## config.mk

```make
export PLATFORM = sky130hd
export DESIGN_NAME = logic_capture_fifo
export DESIGN_NICKNAME = d
export VERILOG_FILES = /design/src/rtl/logic_capture_fifo.sv
export SDC_FILE = /design/constraint.sdc
export NUM_CORES = 1
export LEC_CHECK = 0
export ABC_AREA = 1
export CORE_ASPECT_RATIO = 1.25
export CORE_MARGIN = 8
export CORE_UTILIZATION = 45
export CTS_CLUSTER_DIAMETER = 80
export DETAILED_ROUTE_END_ITERATION = 12
export GPL_ROUTABILITY_DRIVEN = 0
export PLACE_DENSITY = 0.69
export RECOVER_POWER = 50
export SYNTH_ARGS = -nofsm -noshare
export SYNTH_HDL_FRONTEND = slang
export SYNTH_SLANG_ARGS = --single-unit
```

## constraint.sdc

```tcl
create_clock -name clk -period 3.6 [get_ports clk]
set_input_delay 1.08 -clock clk [delete_from_list [all_inputs] [get_ports clk]]
set_output_delay 1.08 -clock clk [all_outputs]
set_load 0.005 [all_outputs]
```

## src/rtl/logic_capture_fifo.sv

```systemverilog
// rtl/logic_capture_fifo.sv - width-converting capture FIFO with loss flag and drop counter
module logic_capture_fifo #(
    parameter int IN_WIDTH  = 17,
    parameter int OUT_WIDTH = 10,
    parameter int SIGNED    = 1,
    parameter int DEPTH     = 4
) (
    input  logic                       clk,
    input  logic                       reset,
    input  logic                       in_valid,
    input  logic [IN_WIDTH-1:0]        in_data,
    output logic                       out_valid,
    input  logic                       out_ready,
    output logic [OUT_WIDTH-1:0]       out_data,
    output logic                       out_lossy,
    output logic                       full,
    output logic                       empty,
    output logic [$clog2(DEPTH):0]     level,
    output logic [7:0]                 drop_count
);
    localparam int PTR_W   = $clog2(DEPTH);
    localparam int LVL_W   = PTR_W + 1;
    localparam int ENTRY_W = OUT_WIDTH + 1;

    logic [OUT_WIDTH-1:0] conv_data;
    logic                 conv_lossy;

    // Conversion: narrowing truncates and flags value loss, widening extends and is never lossy
    generate
        if (OUT_WIDTH < IN_WIDTH) begin : g_narrow
            assign conv_data = in_data[OUT_WIDTH-1:0];
            if (SIGNED != 0) begin : g_signed
                // discarded bits plus the new sign bit must all agree
                logic [IN_WIDTH-OUT_WIDTH:0] upper;
                assign upper      = in_data[IN_WIDTH-1:OUT_WIDTH-1];
                assign conv_lossy = ~((&upper) | ~(|upper));
            end else begin : g_unsigned
                logic [IN_WIDTH-OUT_WIDTH-1:0] upper;
                assign upper      = in_data[IN_WIDTH-1:OUT_WIDTH];
                assign conv_lossy = |upper;
            end
        end else begin : g_wide
            if (SIGNED != 0) begin : g_signed
                assign conv_data = OUT_WIDTH'($signed(in_data));
            end else begin : g_unsigned
                assign conv_data = OUT_WIDTH'(in_data);
            end
            assign conv_lossy = 1'b0;
        end
    endgenerate

    logic [ENTRY_W-1:0] mem [DEPTH];
    logic [PTR_W-1:0]   wr_ptr;
    logic [PTR_W-1:0]   rd_ptr;
    logic [ENTRY_W-1:0] head;
    logic               pop;
    logic               push;
    logic               drop;

    assign full      = (level == LVL_W'(DEPTH));
    assign empty     = (level == '0);
    assign out_valid = ~empty;

    // a full FIFO still accepts a sample when the head leaves in the same cycle
    assign pop  = out_valid & out_ready;
    assign push = in_valid & (~full | pop);
    assign drop = in_valid & full & ~pop;

    // Entry storage; contents need no reset because level gates every read
    always_ff @(posedge clk) begin
        if (push) begin
            mem[wr_ptr] <= {conv_lossy, conv_data};
        end
    end

    // Pointers, occupancy and saturating drop counter
    always_ff @(posedge clk or posedge reset) begin
        if (reset) begin
            wr_ptr     <= '0;
            rd_ptr     <= '0;
            level      <= '0;
            drop_count <= '0;
        end else begin
            if (push) begin
                wr_ptr <= wr_ptr + PTR_W'(1);
            end
            if (pop) begin
                rd_ptr <= rd_ptr + PTR_W'(1);
            end
            if (push && !pop) begin
                level <= level + LVL_W'(1);
            end else if (pop && !push) begin
                level <= level - LVL_W'(1);
            end
            if (drop && (drop_count != 8'hFF)) begin
                drop_count <= drop_count + 8'd1;
            end
        end
    end

    // Show-ahead head, forced to zero when nothing is buffered
    assign head      = mem[rd_ptr];
    assign out_data  = empty ? '0 : head[OUT_WIDTH-1:0];
    assign out_lossy = ~empty & head[OUT_WIDTH];

endmodule

```

==> impl_metrics.yaml <==
min_path:
  min_from: "drop_count[7]"
  hold_depth: 2
  hp-class: "flop to flop"
  hold_end: "drop_count[7]"
timing:
  setup_tns_ns: 0
  period_minus_slack_ns: 3.25
  hold_viol: 0
  fmax_mhz: 307
  rsz0062_at_grt: "no"
  finalSetupViolCount: 0
  slew_headroom_pct: 58.6
  fin_ws_ns: 0.348
  slew_viol_final: 0
  hold_ws_ns: 0.562
  tightest_slew_ns: 0.620
  fin_crit_sh_pct: 90.3
  fin_skew_ns: 0.0111
critical_path:
  r2r-start: "level[0]"
  worstPathMaxFanout: 12
  reg2reg_slack_ns: 1.47
  start_kind: "flop"
  r2r_end: "level[1]"
  arrival_ns: 2.17
  reg2reg_depth: 8
  crit_required_ns: 2.52
  crit_path_end_kind: "output port"
  path_class: "flop to output port"
pwr:
  power.density_mw_per_mm2: 753
  p_clk_share_pct: 22.6
  comb_power_share_pct: 37.7
  p_seq_share_pct: 39.6
  swShare_pct: 32.9
  p_switching_mw: 0.842
  vdd_ir_drop_max_mv: 0.388
  fin_total_pwr_mw: 2.56
  p_leak_nw: 1.34
  p_int_mw: 1.72
yosys:
  synth_area_mm2: 0.00271
  synth_area_leader_cell: "edfxtp_1"
  synth.distinct_cells: 26
  yosys.area.top_type_share_pct: 48.8
  yosys_warnings: 0
  synth_cells: 259
  avgSynthCellArea_um2: 10.4
  synthTopCellsByArea: "edfxtp_1 (49%), dfrtp_1 (14%), nor2_1 (7.9%)"
  ys_ff_latch: 59
  syn_nets: 287
  yosysSeqAreaShare_pct: 62.7
cts:
  cts.sinks: 59
  cts_resized: 0
  post_cts_buffers: 0
  root_buffer: "clkbuf_8"
  hold_buffers: 0
  cts_tree: "done"
  clk_pin_slew_ns: 0.06
  insertion_delay_ns: 0.33
  clock_path_buffers: 2
  cts_buffers: 9
  cts_htree_levels: 3
placed_design:
  dpl.hpwl_um: 3840
  place_inst: 368
  pre_cts_ws_ns: 0.571
  dpl_cell_area_mm2: 0.00322
  port_buffers: 45
detailed_routing:
  wl_um: 5490
  drt_iter0_drc: 102
  antenna_left: 0
  drc: 0
  drtPass1Iterations: 4
  num_vias: 1899
  wl_per_cell_um: 14.3
  via_per_inst: 4.93
outcome:
  status: "completed"
global_route:
  overflow: 0
  grt_pass1_wl_um: 9020
  grt_use_total_pct: 13.5
  grt_max_degree: 24
  grt_pass1_vias: 1903
  antenna_found_initial: 1
floorplan:
  core_area_mm2: 0.00582
  rows: 31
  die_area_mm2: 0.00877
  ios: 46
  die_w_um: 85.4
  initial_core_util_pct: 46.5
  die-height_um: 103
cells_and_area:
  design_area_mm2: 0.00340
  drive_gt1_share_pct: 9.12
  syn2layout_area_growth_pct: 25.7
  layoutNonFillerInstCount: 385
  layout.nets: 341
  final_util_pct: 58.5
flow_run:
  max_cap_viol_count: 0
==> routing by layer <==
metal	GRT usage, %	routed length [um]	up-vias
met5	0	0	-
met4	8.38	97	0
met3	3.67	249	9
met2	22.4	2780	34
met1	15.4	2360	888
li1	-	-	968
==> critical path: stages (launching register included) <==
cell	delay (ns)
dfrtp_1	0.59
inv_1	0.33
nor2_1	0.19
o21ai_1	0.08
a21oi_1	0.14
clkdlybuf4s50_1	0.52
==> kinds of logic (layout without fill, tap and decap cells) <==
logic type | after synthesis | in the layout | synth area share, %
compound gates | 37 | 37 | 6.84
buf+inv | 28 | 87 | 4.99
mux | 1 | 1 | 0.416
simple gates | 119 | 119 | 19.0
fa+ha+maj | 7 | 7 | 3.51
other cells | 0 | 1 | 0
flops | 59 | 59 | 62.7
xor+xnor | 8 | 8 | 2.59
==> power groups by stage <==
stage               sequential (mW)  combinational, mW  clock, mW
global placement               1.02              0.977          0
floorplan                     0.989              0.579          0
detailed placement             1.03              0.992          0
global route                   1.04               1.09      0.617
finish                         1.02              0.967      0.579
CTS                            1.02              0.995      0.591
==> registers in the layout, indices dropped and copies added, names as in the netlist <==
name and count:
level 3, wr_ptr 2, mem 44, drop_count 8, rd_ptr 2
==> cells in the mapped netlist <==
master / n
nor2_1: 57
edfxtp_1: 44
nand2_1: 42
inv_1: 19
o21ai_1: 19
dfrtp_1: 15
a21oi_1: 12
ha_1: 6
o21ai_0: 6
nand3_1: 5
xor2_1: 5
buf_2: 3
buf_6: 3
nand2_2: 3
nor2_2: 3
xnor2_1: 3
inv_2: 2
nand4_1: 2
nor2_4: 2
nor3_1: 2
buf_4: 1
fa_1: 1
mux2_2: 1
nand2_4: 1
nand3_2: 1
nand4_2: 1
==> final cells by class <==
| type | count | area, um2 |
|---|---|---|
| fill | 522 | 2420 |
| sequential | 59 | 1700 |
| multi-input combinational | 172 | 865 |
| timing repair buffer | 50 | 488 |
| clock buffer | 13 | 149 |
| tap | 66 | 82.6 |
| inverter | 21 | 78.8 |
| clock inverter | 3 | 40.0 |
| antenna | 1 | 2.50 |
==> worst max path at each step <==
stage	start	end	slack (ns)	depth (start not counted)
after floorplan	out_ready	level[1]	1.14	8
after global placement	out_ready	level[1]	0.60	9
after detailed placement	out_ready	level[1]	0.57	9
after CTS	rd_ptr[1]	out_data[5]	0.30	5
after global routing	rd_ptr[1]	out_data[6]	0.14	5
final	rd_ptr[1]	out_data[5]	0.35	5
==> layout by cell type, fill, tap and decap left out, drive strengths merged <==
master / n
bufinv: 1
nand4: 3
mux2: 1
ha: 6
xor2: 5
nor3: 2
a21oi: 12
clkbuf: 13
dlygate4sd3: 12
edfxtp: 44
o21ai: 25
nor2: 62
nand3: 6
diode: 1
buf: 5
xnor2: 3
dfrtp: 15
nand2: 46
inv: 21
clkdlybuf4s50: 33
clkinv: 2
fa: 1
Power figures use the tool's default switching activity.
